`src/rtl/uart_pkg.sv`:
```
// Shared types and register map for the UART receive path.
// Build option UART_RX_FIFO_EN selects the multi-entry receive FIFO.
package uart_pkg;

    typedef enum logic [1:0] {
        IDLE  = 2'd0,
        START = 2'd1,
        DATA  = 2'd2,
        STOP  = 2'd3
    } rx_state_e;

    localparam logic [1:0] UART_RXDATA = 2'd0;
    localparam logic [1:0] UART_STATUS = 2'd1;
    localparam logic [1:0] UART_CTRL   = 2'd2;

    localparam int ST_NOT_EMPTY = 0;
    localparam int ST_FULL      = 1;
    localparam int ST_OVERRUN   = 2;
    localparam int ST_FRAME_ERR = 3;
    localparam int ST_COUNT     = 8;

endpackage

```
`src/rtl/uart_rx_fifo.sv`:
```
// Circular receive FIFO; a push and pop may share a cycle even when full.
// Only instantiated when UART_RX_FIFO_EN is defined.
module uart_rx_fifo
    import uart_pkg::*;
#(
    parameter int DEPTH = 4,
    localparam int AW = $clog2(DEPTH),
    localparam int CW = AW + 1
) (
    input  logic          clk,
    input  logic          reset,
    input  logic          push,
    input  logic          pop,
    input  logic [7:0]    din,
    output logic [7:0]    dout,
    output logic          full,
    output logic          empty,
    output logic [CW-1:0] count
);

    logic [7:0]    mem [DEPTH];
    logic [AW-1:0] wr_ptr;
    logic [AW-1:0] rd_ptr;

    always_ff @(posedge clk or negedge reset) begin
        if (!reset) begin
            for (int i = 0; i < DEPTH; i++) begin
                mem[i] <= 8'h00;
            end
            wr_ptr <= '0;
            rd_ptr <= '0;
            count  <= '0;
        end else begin
            if (push) begin
                mem[wr_ptr] <= din;
                wr_ptr      <= wr_ptr + 1'b1;
            end
            if (pop) begin
                rd_ptr <= rd_ptr + 1'b1;
            end
            count <= count + CW'(push) - CW'(pop);
        end
    end

    assign dout  = mem[rd_ptr];
    assign full  = (count == CW'(DEPTH));
    assign empty = (count == '0);

endmodule

```
`src/rtl/uart_rx_device.sv`:
```
// Memory-mapped 8N1 UART receiver with RXDATA/STATUS/CTRL registers.
// Define UART_RX_FIFO_EN for a FIFO_DEPTH-entry queue; otherwise one holding register.
module uart_rx_device
    import uart_pkg::*;
#(
    parameter int CLKS_PER_BIT = 868,
    parameter int FIFO_DEPTH   = 4
) (
    input  logic        clk,
    input  logic        reset,
    input  logic        rx,
    input  logic        valid,
    input  logic [63:0] addr,
    input  logic        wvalid,
    input  logic [63:0] wdata,
    output logic [63:0] rdata,
    output logic        irq
);

    localparam int CW = $clog2(CLKS_PER_BIT);
    localparam logic [CW-1:0] HALF_M1 = CW'(CLKS_PER_BIT / 2 - 1);
    localparam logic [CW-1:0] FULL_M1 = CW'(CLKS_PER_BIT - 1);

    logic            sync1;
    logic            rx_s;
    logic [1:0]      fill;
    logic            armed;

    rx_state_e       state;
    rx_state_e       state_n;
    logic [CW-1:0]   cnt;
    logic [CW-1:0]   cnt_n;
    logic [2:0]      idx;
    logic [2:0]      idx_n;
    logic [7:0]      shreg;
    logic [7:0]      shreg_n;
    logic            push_req;
    logic            ferr_set;

    logic            ctrl_wr;
    logic            pop;
    logic            clr;
    logic            push_ok;
    logic            ovr_set;
    logic            not_empty;
    logic            full;
    logic [7:0]      head;
    logic [3:0]      count;
    logic            overrun;
    logic            frame_err;
    logic            unused_bits;

    // fill marks when rx_s carries a real pin sample rather than its reset value
    always_ff @(posedge clk or negedge reset) begin
        if (!reset) begin
            sync1 <= 1'b1;
            rx_s  <= 1'b1;
            fill  <= 2'b00;
            armed <= 1'b0;
        end else begin
            sync1 <= rx;
            rx_s  <= sync1;
            fill  <= {fill[0], 1'b1};
            armed <= armed | (fill[1] & rx_s);
        end
    end

    always_ff @(posedge clk or negedge reset) begin
        if (!reset) begin
            state <= IDLE;
            cnt   <= '0;
            idx   <= '0;
            shreg <= '0;
        end else begin
            state <= state_n;
            cnt   <= cnt_n;
            idx   <= idx_n;
            shreg <= shreg_n;
        end
    end

    always_comb begin
        state_n  = state;
        cnt_n    = cnt + 1'b1;
        idx_n    = idx;
        shreg_n  = shreg;
        push_req = 1'b0;
        ferr_set = 1'b0;
        unique case (state)
            IDLE: begin
                cnt_n = '0;
                if (armed && !rx_s) begin
                    state_n = START;
                end
            end
            START: begin
                if (cnt == HALF_M1) begin
                    cnt_n   = '0;
                    idx_n   = '0;
                    state_n = rx_s ? IDLE : DATA;
                end
            end
            DATA: begin
                if (cnt == FULL_M1) begin
                    cnt_n   = '0;
                    shreg_n = {rx_s, shreg[7:1]};
                    idx_n   = idx + 1'b1;
                    if (idx == 3'd7) begin
                        state_n = STOP;
                    end
                end
            end
            STOP: begin
                if (cnt == FULL_M1) begin
                    cnt_n    = '0;
                    state_n  = IDLE;
                    push_req = rx_s;
                    ferr_set = !rx_s;
                end
            end
            default: state_n = IDLE;
        endcase
    end

    assign ctrl_wr = valid & wvalid & (addr[4:3] == UART_CTRL);
    assign pop     = ctrl_wr & wdata[0] & not_empty;
    assign clr     = ctrl_wr & wdata[1];
    assign push_ok = push_req & (~full | pop);
    assign ovr_set = push_req & full & ~pop;

`ifdef UART_RX_FIFO_EN
    localparam int FCW = $clog2(FIFO_DEPTH) + 1;
    logic [FCW-1:0] fifo_count;
    logic           fifo_empty;

    uart_rx_fifo #(
        .DEPTH (FIFO_DEPTH)
    ) u_fifo (
        .clk   (clk),
        .reset (reset),
        .push  (push_ok),
        .pop   (pop),
        .din   (shreg),
        .dout  (head),
        .full  (full),
        .empty (fifo_empty),
        .count (fifo_count)
    );

    assign not_empty = ~fifo_empty;
    assign count     = 4'(fifo_count);
`else
    logic       hold_valid;
    logic [7:0] hold_data;

    always_ff @(posedge clk or negedge reset) begin
        if (!reset) begin
            hold_valid <= 1'b0;
            hold_data  <= 8'h00;
        end else if (push_ok) begin
            hold_valid <= 1'b1;
            hold_data  <= shreg;
        end else if (pop) begin
            hold_valid <= 1'b0;
        end
    end

    assign not_empty = hold_valid;
    assign full      = hold_valid;
    assign head      = hold_data;
    assign count     = {3'b000, hold_valid};
`endif

    // a flag set in the same cycle as a clear takes priority
    always_ff @(posedge clk or negedge reset) begin
        if (!reset) begin
            overrun   <= 1'b0;
            frame_err <= 1'b0;
        end else begin
            overrun   <= ovr_set | (overrun & ~clr);
            frame_err <= ferr_set | (frame_err & ~clr);
        end
    end

    always_comb begin
        rdata = '0;
        unique case (addr[4:3])
            UART_RXDATA: begin
                rdata[7:0] = not_empty ? head : 8'h00;
            end
            UART_STATUS: begin
                rdata[ST_NOT_EMPTY]     = not_empty;
                rdata[ST_FULL]          = full;
                rdata[ST_OVERRUN]       = overrun;
                rdata[ST_FRAME_ERR]     = frame_err;
                rdata[ST_COUNT +: 4]    = count;
            end
            default: rdata = '0;
        endcase
    end

    assign irq = not_empty;

    assign unused_bits = ^{addr[63:5], addr[2:0], wdata[63:2],
                           FIFO_DEPTH != 0};

endmodule

```
`config.mk`:
```
export PLATFORM = sky130hd
export DESIGN_NAME = uart_rx_device
export DESIGN_NICKNAME = d
export VERILOG_FILES = /design/src/rtl/uart_pkg.sv /design/src/rtl/uart_rx_fifo.sv /design/src/rtl/uart_rx_device.sv
export SDC_FILE = /design/constraint.sdc
export NUM_CORES = 1
export LEC_CHECK = 0
export ABC_CLOCK_PERIOD_IN_PS = 5600
export BUFFER_PORTS_ARGS = -buffer_cell sky130_fd_sc_hd__buf_2
export CAP_MARGIN = 25
export CORE_MARGIN = 2
export CORE_UTILIZATION = 41
export DETAILED_ROUTE_END_ITERATION = 10
export PLACE_DENSITY = 0.87
export SLEW_MARGIN = 5
export SYNTH_ARGS = -nofsm -noshare
export SYNTH_HDL_FRONTEND = slang
export SYNTH_SLANG_ARGS = --single-unit
```
`constraint.sdc`:
```
create_clock -name clk -period 5.6 [get_ports clk]
set_input_delay 0.56 -clock clk [delete_from_list [all_inputs] [get_ports clk]]
set_output_delay 0.56 -clock clk [all_outputs]
set_load 0.05 [all_outputs]
```
==> results.yml <==
clock_network:
  cts_tree: "done"
  cts_setup_buffers: 0
  clkSlewWorstSetupHoldPaths_ns: 0.08
  cts_made_buffers: 5
  clock_sinks: 39
  cts_max_level: 2
  postCtsResizedCells: 0
  clkLatencyLatePin_ns: 0.29
  hold_buffers: 0
  cts_buffer_depth: 2
  cts_root_buf: "clkbuf_8"
finish:
  area_growth_pct: 1.59
  final_util_pct: 43.6
  multi_input_area_um2: 983
  stdcell_count: 298
  drive_above_1_share_pct: 20.7
  fin_nets: 363
  fillCellCount: 510
  area.sequential_um2: 978
die:
  core-area_um2: 5140
  rows: 26
  die_w_um: 77.4
  start_util_pct: 42.9
  die_y_um: 77.4
  dieArea_um2: 5990
  ios: 198
drt:
  drt_pass1_iterations: 4
  routedWlPerCell_um: 10.6
  vias_per_cell: 4.29
  drc: 0
  drtAntennaViolNets: 0
  first_iter_violations: 43
  wl_um: 3160
  via_count: 1277
timing:
  skew_ns: 0.00744
  max_slew_margin_pct: 46.0
  hold_ws_ns: 0.356
  period_share_pct: 39.5
  period_needed_ns: 2.21
  fmax_mhz: 452
  hold_viol: 0
  tightestPinTransition_ns: 0.810
  tns_ns: 0
  rsz0062_at_grt: "false"
  setup_viol: 0
  final_max_slew_viol_count: 0
synth:
  synth_flop_cell: "dfrtp_1"
  ys_seq_area_share_pct: 44.3
  synthMostInstantiatedCell: "buf_4"
  syn_inst: 205
  synth_common_cells: "55 x buf_4, 37 x dfrtp_1, 24 x nor2_1"
  ys_top_cells_by_area: "dfrtp_1 42%, buf_4 19%, mux2_4 5.4%, mux2_2 4.6%, nor2_1 4.1%"
  ys_ff_latch: 39
  ys_warn_count: 0
  synth_area_leader_cell: "dfrtp_1"
  synthArstFlopShare_pct: 100
  syn_area_um2: 2210
  synth_edf_count: 0
  synth_cell_types: 37
  syn_area_per_cell_um2: 10.8
  synth_top_area_share_pct: 42.0
placement:
  place_inst: 289
  hpwl_um: 2410
  place_congestion: 0.773
  io_buffers: 18
job:
  maxCapViolCount: 0
global_routing:
  grt_start_max_net_pins: 40
  grt_antenna_before_repair: 1
  grt_pass1_vias: 1204
  gr-total-overflow: 0
  grt_pass1_wl_um: 5450
  grt.total_usage_pct: 11.8
power:
  irDropWorstVdd_uv: 166
  power.leakage_nw: 1.20
  pwr_density_cell_nw_per_um2: 318
worst_setup_path:
  worstPathRequired_ns: 5.78
  cp-start-kind: "flop"
  crit_type: "reg2reg"
  worstPathArrival_ns: 2.40
  worstPathMaxFanout: 8
  endpoint_kind: "flop"
run_status:
  status: "complete, no violations"
min_path:
  min_path_type: "in2async"
-- cell families (layout without fill, tap and decap cells) --
kind of cell	Yosys count	count (layout)	synth area share [%]
compound gates	14	14	4.76
xor+xnor	8	8	3.17
fa+ha+maj	4	4	2.27
buf+inv	62	30	20.3
flops	39	39	44.3
mux	17	17	10.0
other cells	2	57	0.340
simple gates	59	59	14.8
-- where the power goes --
| group | leakage, nW | switching (mW) | internal, mW |
|---|---|---|---|
| logic | 0.655 | 0.138 | 0.0404 |
| registers | 0.506 | 0.0397 | 0.312 |
| clock network | 0.0412 | 0.0958 | 0.0869 |
-- critical path: stages (launching register included) --
cell	delay, ns
dfrtp_1	0.41
ha_1	0.24
nor3b_2	0.31
nand4_4	0.18
or3b_1	0.60
mux2_4	0.37
-- state kept, by name (all words and copies together), names as in the netlist, named ones only --
name,count
head,8
armed,1
irq,1
cnt,10
fill,2
state,1
overrun,1
shreg,8
sync1,1
frame_err,1
idx,3
rx_s,1
-- cell type report --
cell class	count	area share [%]
tap	70	3.91
antenna	1	0.112
timing repair buffer	18	4.02
clock inverter	2	0.558
sequential	39	43.6
multi-input combinational	158	43.9
inverter	4	0.670
clock buffer	6	3.24
-- cells in the final DEF (no fill, tap or decap), types with 2 or more instances in the layout --
master,n
nand2b_1,2
buf_2,18
a22o_1,2
a22oi_1,3
clkbuf_8,5
nand2_1,9
nor2_1,24
and2_1,5
and3_1,2
dfrtp_1,37
o21ai_0,2
dfstp_2,2
mux2_2,9
nand3_1,4
xor2_1,5
inv_1,4
mux2_4,8
nor2b_1,2
and4_1,2
o31ai_1,3
xnor2_1,3
nand4_1,2
conb_1,56
ha_1,4
-- routing by layer --
| layer | global-route usage (%) | share of wire [%] | up-vias |
|---|---|---|---|
| li1 | - | - | 615 |
| met1 | 13.9 | 42 | 605 |
| met2 | 18.6 | 47 | 51 |
| met3 | 5.47 | 8.9 | 6 |
| met4 | 4.82 | 1.8 | 0 |
| met5 | 0 | 0 | - |
-- metrics by stage --
stage	setup WS (ns)	area, um^2	total power [mW]
5_1_grt	3.12	2240	0.758
4_1_cts	3.37	2240	0.722
3_3_place_gp	3.43	2150	0.529
6_report	3.39	2240	0.713
2_1_floorplan	3.44	2410	0.533
3_5_place_dp	3.38	2150	0.536
-- worst paths after layout --
path / depth (start not counted) / slack [ns] / start / to
worst min register to register: 0 / 0.36 / fill[0]$_DFF_PN0_ / fill[1]$_DFF_PN0_
worst max-delay path: 5 / 3.39 / cnt[0]$_DFF_PN0_ / head[4]$_DFFE_PN0P_
max in group asynchronous: 1 / 4.74 / reset / idx[0]$_DFFE_PN0P_
worst max register to register: 5 / 3.39 / cnt[0]$_DFF_PN0_ / head[4]$_DFFE_PN0P_
min in group clk: 0 / 0.36 / fill[0]$_DFF_PN0_ / fill[1]$_DFF_PN0_
worst min-delay path: 1 / 0.36 / reset / head[5]$_DFFE_PN0P_
Power figures use the tool's default switching activity.
